<file path="src/rtl/led_pkg.sv">
// Shared constants for the LED mode-select block.
// State encoding, LED width and default timing keyed to the 2400 Hz LED clock.
package led_pkg;

   localparam logic [1:0] RUN   = 2'd0;
   localparam logic [1:0] BLANK = 2'd1;
   localparam logic [1:0] OFF   = 2'd2;

   typedef enum logic [1:0] {
      ST_RUN   = RUN,
      ST_BLANK = BLANK,
      ST_OFF   = OFF
   } state_t;

   localparam int LED_W = 8;

   localparam int CLK_HZ = 2400;

   localparam int DEF_NUM_MODES = 5;
   // 20 ms
   localparam int DEF_DEBOUNCE  = CLK_HZ / 50;
   // 2 s
   localparam int DEF_LONG      = CLK_HZ * 2;
   // 100 ms
   localparam int DEF_BLANK     = CLK_HZ / 10;

endpackage

</file>
<file path="src/rtl/led_mode_mux_key_debounce.sv">
// Key input path: 2-flop sync, debounce, hold timer, short/long press events.
// Ports: clk, rst_n, key_n (raw, active-low) -> short_ev, long_ev (1-cycle).
module key_debounce
   import led_pkg::*;
#(
   parameter int DEBOUNCE_CYCLES   = DEF_DEBOUNCE,
   parameter int LONG_PRESS_CYCLES = DEF_LONG
) (
   input  logic clk,
   input  logic rst_n,
   input  logic key_n,
   output logic short_ev,
   output logic long_ev
);

   localparam int DW = $clog2(DEBOUNCE_CYCLES + 1);
   localparam int HW = $clog2(LONG_PRESS_CYCLES + 1);

   logic          sync1;
   logic          sync2;
   logic          key_stable;
   logic          stable_q;
   logic          long_done;
   logic [DW-1:0] deb_cnt;
   logic [HW-1:0] hold_cnt;

   always_ff @(posedge clk or negedge rst_n) begin
      if (!rst_n) begin
         sync1 <= 1'b1;
         sync2 <= 1'b1;
      end else begin
         sync1 <= key_n;
         sync2 <= sync1;
      end
   end

   // Accept a new level only after DEBOUNCE_CYCLES consecutive
   // differing samples; any agreeing sample restarts the count.
   always_ff @(posedge clk or negedge rst_n) begin
      if (!rst_n) begin
         key_stable <= 1'b1;
         deb_cnt    <= '0;
      end else if (sync2 == key_stable) begin
         deb_cnt <= '0;
      end else if (deb_cnt == DW'(DEBOUNCE_CYCLES - 1)) begin
         key_stable <= sync2;
         deb_cnt    <= '0;
      end else begin
         deb_cnt <= deb_cnt + DW'(1);
      end
   end

   always_ff @(posedge clk or negedge rst_n) begin
      if (!rst_n) begin
         stable_q  <= 1'b1;
         hold_cnt  <= '0;
         long_done <= 1'b0;
      end else begin
         stable_q <= key_stable;
         if (key_stable) begin
            hold_cnt  <= '0;
            long_done <= 1'b0;
         end else begin
            if (hold_cnt != HW'(LONG_PRESS_CYCLES))
               hold_cnt <= hold_cnt + HW'(1);
            if (long_ev)
               long_done <= 1'b1;
         end
      end
   end

   // long_done still reflects the finished press in the release
   // cycle, which suppresses the short event after a long press.
   assign long_ev  = !key_stable &&
                     (hold_cnt == HW'(LONG_PRESS_CYCLES)) &&
                     !long_done;
   assign short_ev = key_stable && !stable_q && !long_done;

endmodule

</file>
<file path="src/rtl/led_mode_mux.sv">
// LED output select: mode FSM (RUN/BLANK/OFF), blank timer, pattern mux.
// Ports: clk, rst_n, key_n, led_in -> led_out, mode, mode_rst_n, mode_changed.
module led_mode_mux
   import led_pkg::*;
#(
   parameter int NUM_MODES         = DEF_NUM_MODES,
   parameter int DEBOUNCE_CYCLES   = DEF_DEBOUNCE,
   parameter int LONG_PRESS_CYCLES = DEF_LONG,
   parameter int BLANK_CYCLES      = DEF_BLANK
) (
   input  logic                       clk,
   input  logic                       rst_n,
   input  logic                       key_n,
   input  logic [LED_W*NUM_MODES-1:0] led_in,
   output logic [LED_W-1:0]           led_out,
   output logic [2:0]                 mode,
   output logic [NUM_MODES-1:0]       mode_rst_n,
   output logic                       mode_changed
);

   localparam int BW = $clog2(BLANK_CYCLES + 1);

   logic          short_ev;
   logic          long_ev;
   state_t        state;
   state_t        state_nx;
   logic [2:0]    mode_nx;
   logic [2:0]    mode_inc;
   logic [BW-1:0] blank_cnt;
   logic [BW-1:0] blank_nx;
   logic          enter_blank;
   logic [LED_W-1:0] led_sel;
   logic [LED_W-1:0] led_nx;

   key_debounce #(
      .DEBOUNCE_CYCLES   (DEBOUNCE_CYCLES),
      .LONG_PRESS_CYCLES (LONG_PRESS_CYCLES)
   ) u_key (
      .clk      (clk),
      .rst_n    (rst_n),
      .key_n    (key_n),
      .short_ev (short_ev),
      .long_ev  (long_ev)
   );

   always_comb begin
      if (mode == 3'(NUM_MODES - 1))
         mode_inc = 3'd0;
      else
         mode_inc = mode + 3'd1;
   end

   always_comb begin
      state_nx    = state;
      mode_nx     = mode;
      blank_nx    = blank_cnt;
      enter_blank = 1'b0;
      unique case (state)
         ST_RUN: begin
            if (long_ev) begin
               state_nx = ST_OFF;
            end else if (short_ev) begin
               mode_nx     = mode_inc;
               state_nx    = ST_BLANK;
               blank_nx    = '0;
               enter_blank = 1'b1;
            end
         end
         ST_BLANK: begin
            if (long_ev) begin
               state_nx = ST_OFF;
               blank_nx = '0;
            end else if (short_ev) begin
               mode_nx     = mode_inc;
               blank_nx    = '0;
               enter_blank = 1'b1;
            end else if (blank_cnt == BW'(BLANK_CYCLES - 1)) begin
               state_nx = ST_RUN;
               blank_nx = '0;
            end else begin
               blank_nx = blank_cnt + BW'(1);
            end
         end
         ST_OFF: begin
            // wake-up keeps the mode it was put to sleep in
            if (short_ev) begin
               state_nx    = ST_BLANK;
               blank_nx    = '0;
               enter_blank = 1'b1;
            end
         end
         default: begin
            state_nx = ST_RUN;
         end
      endcase
   end

   // Select on the next mode so led_out is a plain register
   // with one cycle of latency from led_in.
   always_comb begin
      led_sel = '0;
      for (int k = 0; k < NUM_MODES; k++) begin
         if (mode_nx == 3'(k))
            led_sel = led_in[LED_W*k +: LED_W];
      end
      led_nx = (state_nx == ST_RUN) ? led_sel : '0;
   end

   always_ff @(posedge clk or negedge rst_n) begin
      if (!rst_n) begin
         state        <= ST_RUN;
         mode         <= 3'd0;
         blank_cnt    <= '0;
         led_out      <= '0;
         mode_rst_n   <= '1;
         mode_changed <= 1'b0;
      end else begin
         state        <= state_nx;
         mode         <= mode_nx;
         blank_cnt    <= blank_nx;
         led_out      <= led_nx;
         mode_changed <= enter_blank;
         if (enter_blank)
            mode_rst_n <= ~(NUM_MODES'(1) << mode_nx);
         else
            mode_rst_n <= '1;
      end
   end

endmodule
</file>
<file path="config.mk">
export PLATFORM = sky130hd
export DESIGN_NAME = led_mode_mux
export DESIGN_NICKNAME = d
export VERILOG_FILES = /design/src/rtl/led_pkg.sv /design/src/rtl/led_mode_mux_key_debounce.sv /design/src/rtl/led_mode_mux.sv
export SDC_FILE = /design/constraint.sdc
export NUM_CORES = 1
export LEC_CHECK = 0
export ABC_AREA = 1
export CORE_MARGIN = 3
export CORE_UTILIZATION = 57
export DETAILED_ROUTE_END_ITERATION = 8
export DONT_BUFFER_PORTS = 1
export GPL_TIMING_DRIVEN = 1
export PLACE_DENSITY_LB_ADDON = 0.25
export SETUP_SLACK_MARGIN = 0.1
export SYNTH_ARGS = -nofsm -noshare
export SYNTH_HDL_FRONTEND = slang
export SYNTH_HIERARCHICAL = 1
export SYNTH_SLANG_ARGS = --single-unit
</file>
<file path="constraint.sdc">
create_clock -name clk -period 2.3 [get_ports clk]
set_input_delay 0.575 -clock clk [delete_from_list [all_inputs] [get_ports clk]]
set_output_delay 0.575 -clock clk [all_outputs]
set_load 0.01 [all_outputs]
</file>
==> impl_metrics.env, run 1 <==
export IMPL_grt_pass1_wl_mm=11.1
export IMPL_crit_chain="inv_1 -> nor3_1 -> buf_4 -> inv_1 -> nor2_4 -> nand2_2 -> nand2_2 -> nand2_8 -> clkbuf_16 -> nand3_1 -> nand2_1 -> nor2_1 -> nor2_1"
export IMPL_worst_slew_pin_slew_ns=0.398
export IMPL_synth_distinct_cells=32
export IMPL_hold_violations=0
export IMPL_top_layer="met4"
export IMPL_r2r_cells=13
export IMPL_finalCritPeriodShare_pct=99.6
export IMPL_wl_met3_um=585
export IMPL_postSynth_asyncResetShare_pct=100
export IMPL_dr_wl_met2_mm=3.76
export IMPL_timing_rr_end="led_out[0]"
export IMPL_hold_class="in -> async"
export IMPL_clock_path_buffers=2
export IMPL_netlist_area_um2=2950
export IMPL_rows=25
export IMPL_post_dp_hpwl_mm=4.47
export IMPL_setup_slack_ns=0.00849
export IMPL_outcome="complete, no violations"
export IMPL_htree_num_levels=2
export IMPL_synth_nets=426
export IMPL_clkLatencyLatePin_ns=0.31
export IMPL_cts_buffers_inserted=5
export IMPL_core_area_um2=4850
export IMPL_crit_family="simple AND/OR/NAND/NOR gates"
export IMPL_dp_cells=444
export IMPL_final_setup_skew_ns=0.00479
export IMPL_p_leak_nw=1.77
export IMPL_startpoint_type="flop"
export IMPL_finalSetupViolCount=0
export IMPL_ys_warnings_count=6
export IMPL_antenna_found_initial=0
export IMPL_io_pins=60
export IMPL_antenna_left=0
export IMPL_slowest_stage="dfstp_2"
export IMPL_synth_edf_count=0
export IMPL_drt_wirelength_per_cell_um=15.8
export IMPL_ir_drop_uv=457
export IMPL_fmax_ghz=0.436
export IMPL_arrival_ns=2.49
export IMPL_syn_inst=377
export IMPL_rsz0062_at_grt="yes"
export IMPL_cp_buffers_inverters=4
export IMPL_maxCapViolCount=0
export IMPL_gp_congestion=0.858
export IMPL_ys_seq_elements=51
export IMPL_dr_pass1_iters=8
export IMPL_ff2ff_setup_slack_ns=0.008
export IMPL_yosysSeqAreaShare_pct=43.6
export IMPL_diodes=0
export IMPL_cp_required_ns=2.50
export IMPL_fin_util_pct=72.8
export IMPL_grt_pass1_vias=2444
export IMPL_syn_to_final_growth_pct=19.5
export IMPL_vias=2685
export IMPL_critical_path_endpoint_type="flop"
export IMPL_drc_errors=0
export IMPL_pre_cts_slack_ns=-0.0174
export IMPL_die_area_um2=6080
export IMPL_initial_core_util_pct=60.9
export IMPL_grt_max_degree=43
export IMPL_drive_gt1_share_pct=23.3
export IMPL_first_iter_violations=238
export IMPL_power_density_nw_per_um2=449
export IMPL_ys_flop_type="dfrtp_1"
export IMPL_clock_sinks=51
export IMPL_track_usage_pct=22.6
export IMPL_die_h_um=78.0
export IMPL_portBuffers=0
export IMPL_wl_met1_mm=2.97
export IMPL_die_w_um=78.0
export IMPL_viasPerCell=5.66
export IMPL_cts_root_buf="clkbuf_8"
export IMPL_stdcell_count=474
export IMPL_grt_overflow_total=0
export IMPL_synth_area_per_cell_um2=7.83
export IMPL_tritoncts="done"
export IMPL_path_class="reg -> reg"
export IMPL_maxSlewHeadroom_pct=73.5
export IMPL_routed_wl_mm=7.50
export IMPL_slowest_delay_ns=0.60
export IMPL_finalCriticalPeriod_ns=2.29
export IMPL_clk_pin_slew_ns=0.09
export IMPL_fillers=358
export IMPL_hold_slack_ns=0.0999
export IMPL_slew_violations=0
export IMPL_finalNetCount=456
export IMPL_cp_max_fo=9
export IMPL_r2r_start="u_key/key_stable"
## worst reg2reg max path, delay by kind of cell, from the launching register on
kind | cells | cell delay [ns]
simple gates | 9 | 0.99
buf+inv | 4 | 0.61
flops | 1 | 0.60
## how the worst max path moves through the flow
stage                     slack (ns)         startpoint          to  cells past startpoint
after global placement          0.11  u_key/hold_cnt[0]  led_out[2]                     17
after detailed placement       -0.02  u_key/hold_cnt[0]  led_out[2]                     17
after floorplan                 0.14  u_key/hold_cnt[0]  led_out[0]                     17
after global routing           -0.12  u_key/hold_cnt[1]  led_out[3]                     18
after CTS                       0.08  u_key/hold_cnt[0]  led_out[2]                     17
final                          0.008   u_key/key_stable  led_out[0]                     13
## layer usage
layer	vias to the layer above	global-route usage, %
li1	1266	-
met1	1272	29.1
met2	121	38.2
met3	26	6.61
met4	0	4.37
met5	-	0
## state kept, by name, indices dropped and copies added (netlist names)
signal / count
led_out: 8
state: 2
mode: 3
blank_cnt: 8
mode_rst_n: 5
u_key/stable_q: 1
u_key/deb_cnt: 6
u_key/sync2: 1
u_key/hold_cnt: 13
u_key/long_done: 1
mode_changed: 1
u_key/sync1: 1
u_key/key_stable: 1
## what timing repair did
item	in CTS	in global routing
endpoints found under the setup margin	9	14
hold buffers	1	0
cloned	0	6
setup buffers	5	11
resized for setup	2	41
endpoints found under the hold margin	42	0
pin swaps	0	22
## synth_stat cells (2+ instances only)
cell type | instances | area share (%)
nand2_1 | 85 | 11
nor2_1 | 62 | 7.9
inv_1 | 44 | 5.6
nand3_1 | 43 | 7.3
dfrtp_1 | 42 | 36
nand4_1 | 21 | 4.4
a21oi_1 | 9 | 1.5
dfstp_2 | 9 | 8.0
ha_1 | 6 | 2.5
nand2_4 | 6 | 2.3
nor3_1 | 6 | 1.0
buf_4 | 5 | 1.3
o21ai_0 | 5 | 0.85
nand2_2 | 4 | 0.85
nor2_2 | 4 | 0.85
nor2_4 | 4 | 1.5
xnor2_1 | 3 | 0.89
buf_12 | 2 | 1.4
nand3b_1 | 2 | 0.51
nor2_8 | 2 | 1.4
xor2_1 | 2 | 0.59
## cells by family (layout without fill, tap and decap cells)
| family | Yosys count | after routing | synth area share (%) |
|---|---|---|---|
| buf+inv | 54 | 83 | 9.03 |
| compound gates | 20 | 20 | 3.90 |
| simple gates | 241 | 242 | 39.4 |
| flops | 51 | 51 | 43.6 |
| xor+xnor | 5 | 5 | 1.48 |
| fa+ha+maj | 6 | 6 | 2.54 |
## layout by cell type (no fill, tap or decap), types with 6 or more instances in the layout
cell | Yosys | routed
a21oi_1 | 9 | 9
buf_4 | 5 | 17
dfrtp_1 | 42 | 42
dfstp_2 | 9 | 9
inv_1 | 44 | 40
nand2_1 | 85 | 78
nand2_2 | 4 | 7
nand2_4 | 6 | 10
nand3_1 | 43 | 37
nand3_2 | 0 | 6
nand4_1 | 21 | 21
nor2_1 | 62 | 56
nor2_2 | 4 | 9
## report_power, final
group / internal [mW] / total [mW] / switching [mW]
logic: 0.0181 / 0.0511 / 0.0330
registers: 0.911 / 0.923 / 0.0114
clock network: 0.319 / 0.611 / 0.292
## through the flow
stage	setup TNS (ns)	power [mW]	cell area [um^2]
4_1_cts	0	1.58	3210
6_report	0	1.58	3530
5_1_grt	-0.767	1.65	3530
3_5_place_dp	-0.0388	0.970	3030
2_1_floorplan	0	0.962	2950
3_3_place_gp	0	0.970	3030
## cell type report
cell class | count | area, um^2 | share of cell area [%]
Multi-Input combinational cell | 273 | 1530 | 43.4
Sequential cell | 51 | 1290 | 36.5
Timing Repair Buffer | 29 | 339 | 9.61
Inverter | 46 | 180 | 5.10
Tap cell | 67 | 83.8 | 2.38
Clock buffer | 6 | 72.6 | 2.06
Clock inverter | 1 | 30.0 | 0.851
Timing Repair inverter | 1 | 6.26 | 0.177
Note: power is estimated with default switching activity, not from simulation.
==> run 2, diff against run 1 <==
--- a/config.mk
+++ b/config.mk
@@ -13,6 +13,7 @@
 export GPL_TIMING_DRIVEN = 1
 export PLACE_DENSITY_LB_ADDON = 0.25
 export SETUP_SLACK_MARGIN = 0.1
+export SKIP_CTS_REPAIR_TIMING = 1
 export SYNTH_ARGS = -nofsm -noshare
 export SYNTH_HDL_FRONTEND = slang
 export SYNTH_HIERARCHICAL = 1
==> impl_metrics.env, run 2 (synthesis results as in run 1) <==
export IMPL_critical_path_endpoint_type="flop"
export IMPL_maxSlewHeadroom_pct=78.2
export IMPL_cp_required_ns=2.54
export IMPL_final_setup_skew_ns=0.00335
export IMPL_vias=2529
export IMPL_dp_cells=444
export IMPL_clkLatencyLatePin_ns=0.30
export IMPL_worstSetupPathDepth=17
export IMPL_finalSetupViolCount=0
export IMPL_routed_wl_mm=6.64
export IMPL_slew_violations=0
export IMPL_cts_buffers_inserted=5
export IMPL_p_leak_nw=1.70
export IMPL_antenna_found_initial=0
export IMPL_r2r_cells=17
export IMPL_fin_util_pct=69.8
export IMPL_drt_wirelength_per_cell_um=14.3
export IMPL_power_total_mw=1.58
export IMPL_ff_latch_area_um2=1290
export IMPL_path_class="reg -> reg"
export IMPL_grt_pass1_vias=2357
export IMPL_cpMostUsedCell="nand2_4"
export IMPL_maxCapViolCount=0
export IMPL_crit_family="simple AND/OR/NAND/NOR gates"
export IMPL_tritoncts="done"
export IMPL_htree_num_levels=2
export IMPL_net_switching_power_mw=0.326
export IMPL_cp_buffers_inverters=4
export IMPL_clk_pin_slew_ns=0.09
export IMPL_ff2ff_setup_slack_ns=0.04
export IMPL_dr_pass1_iters=4
export IMPL_hold_class="in -> async"
export IMPL_finalNetCount=447
export IMPL_startpoint_type="flop"
export IMPL_initial_core_util_pct=60.9
export IMPL_gp_congestion=0.858
export IMPL_syn_to_final_growth_pct=14.7
export IMPL_hold_violations=0
export IMPL_pre_cts_slack_ns=-0.0174
export IMPL_power_frac_clock_pct=38.2
export IMPL_rows=25
export IMPL_cp_max_fo=9
export IMPL_fmax_ghz=0.443
export IMPL_pwr_share_comb_pct=3.3
export IMPL_track_usage_pct=21.7
export IMPL_grt_max_degree=52
export IMPL_p_int_mw=1.25
export IMPL_fillers=394
export IMPL_power_density_nw_per_um2=466
export IMPL_top_register="u_key/hold_cnt"
export IMPL_clock_path_buffers=2
export IMPL_top_regs="u_key/hold_cnt (13), blank_cnt (8), led_out (8)"
export IMPL_stdcell_count=465
export IMPL_multi_input_area_um2=1510
export IMPL_outcome="complete, no violations"
export IMPL_post_dp_hpwl_mm=4.47
export IMPL_grt_pass1_wl_mm=10.7
export IMPL_largest_reg_flops=13
export IMPL_slowest_stage="dfrtp_1"
export IMPL_ir_drop_uv=265
export IMPL_crit_chain="inv_2 -> ha_4 -> nand2_4 -> nor3_4 -> nand3_2 -> nor2_1 -> buf_4 -> nor2_4 -> nand2_4 -> nand2_4 -> nand2_4 -> buf_12 -> buf_8 -> nand4_1 -> nand3_1 -> nor2_2 -> nor2_1"
export IMPL_drc_errors=0
export IMPL_finalCritPeriodShare_pct=98.2
export IMPL_slowest_delay_ns=0.41
export IMPL_diodes=0
export IMPL_drive_gt1_share_pct=21.4
export IMPL_viasPerCell=5.44
export IMPL_first_iter_violations=168
export IMPL_p_sw_share_pct=20.7
export IMPL_die_area_um2=6080
export IMPL_clock_sinks=51
export IMPL_placed_cell_area_um2=3030
export IMPL_io_pins=60
export IMPL_die_h_um=78.0
export IMPL_final_cell_mix="nand2_1, nor2_1, dfrtp_1"
export IMPL_layout_commonest_cell="nand2_1"
export IMPL_arrival_ns=2.49
export IMPL_final_area_um2=3390
export IMPL_die_w_um=78.0
export IMPL_worst_slew_pin_slew_ns=0.327
export IMPL_cts_root_buf="clkbuf_8"
export IMPL_antenna_left=0
export IMPL_portBuffers=0
export IMPL_setup_slack_ns=0.0417
export IMPL_core_area_um2=4850
export IMPL_grt_overflow_total=0
export IMPL_seq_power_share_pct=58.5
export IMPL_rsz0062_at_grt="yes"
export IMPL_finalCriticalPeriod_ns=2.26
==> run 2: cell count changes in the layout (fill, tap and decap cells not counted), moves of 2 or more <==
cell,before,now
buf_12,4,2
buf_4,17,14
buf_8,0,2
clkbuf_16,3,0
buf_6,5,1
==> run 2: through the flow <==
step / TNS [ns] / hold WS [ns]
finish: 0 / 0.104
floorplan: 0 / 0.279
detailed placement: -0.0388 / 0.281
global route: -0.872 / 0.0772
global placement: 0 / 0.281
CTS: -0.215 / -0.0502
==> run 2: path summary, 6_finish.rpt <==
| kind | from | end |
|---|---|---|
| setup / recovery | u_key/hold_cnt[0] | led_out[0] |
| hold / removal | rst_n | blank_cnt[6] |
| setup reg to reg | u_key/hold_cnt[0] | led_out[0] |
| hold reg to reg | u_key/sync1 | u_key/sync2 |
| max in group asynchronous | rst_n | u_key/hold_cnt[4] |
| min in group clk | key_n | u_key/sync1 |
==> run 2: power by group through the flow <==
stage,Sequential (mW),Clock [mW],Combinational [mW]
4_1_cts,0.923,0.613,0.0301
5_1_grt,0.924,0.663,0.0613
3_3_place_gp,0.940,0,0.0298
3_5_place_dp,0.940,0,0.0300
2_1_floorplan,0.938,0,0.0247
6_report,0.923,0.602,0.0516
==> run 2: layout make-up <==
type / instances / share of cell area, %
Tap cell: 67 / 2.48
Sequential cell: 51 / 38.0
Clock buffer: 6 / 2.14
Multi-Input combinational cell: 273 / 44.6
Clock inverter: 1 / 0.887
Timing Repair inverter: 1 / 0.185
Inverter: 46 / 5.32
Timing Repair Buffer: 20 / 6.32
==> run 2: routing by layer <==
layer,routed length [um],vias to the layer above,global-route usage [%]
li1,-,1255,-
met1,2880,1198,28.3
met2,3310,66,36.0
met3,397,10,6.73
met4,60,0,4.02
met5,0,-,0
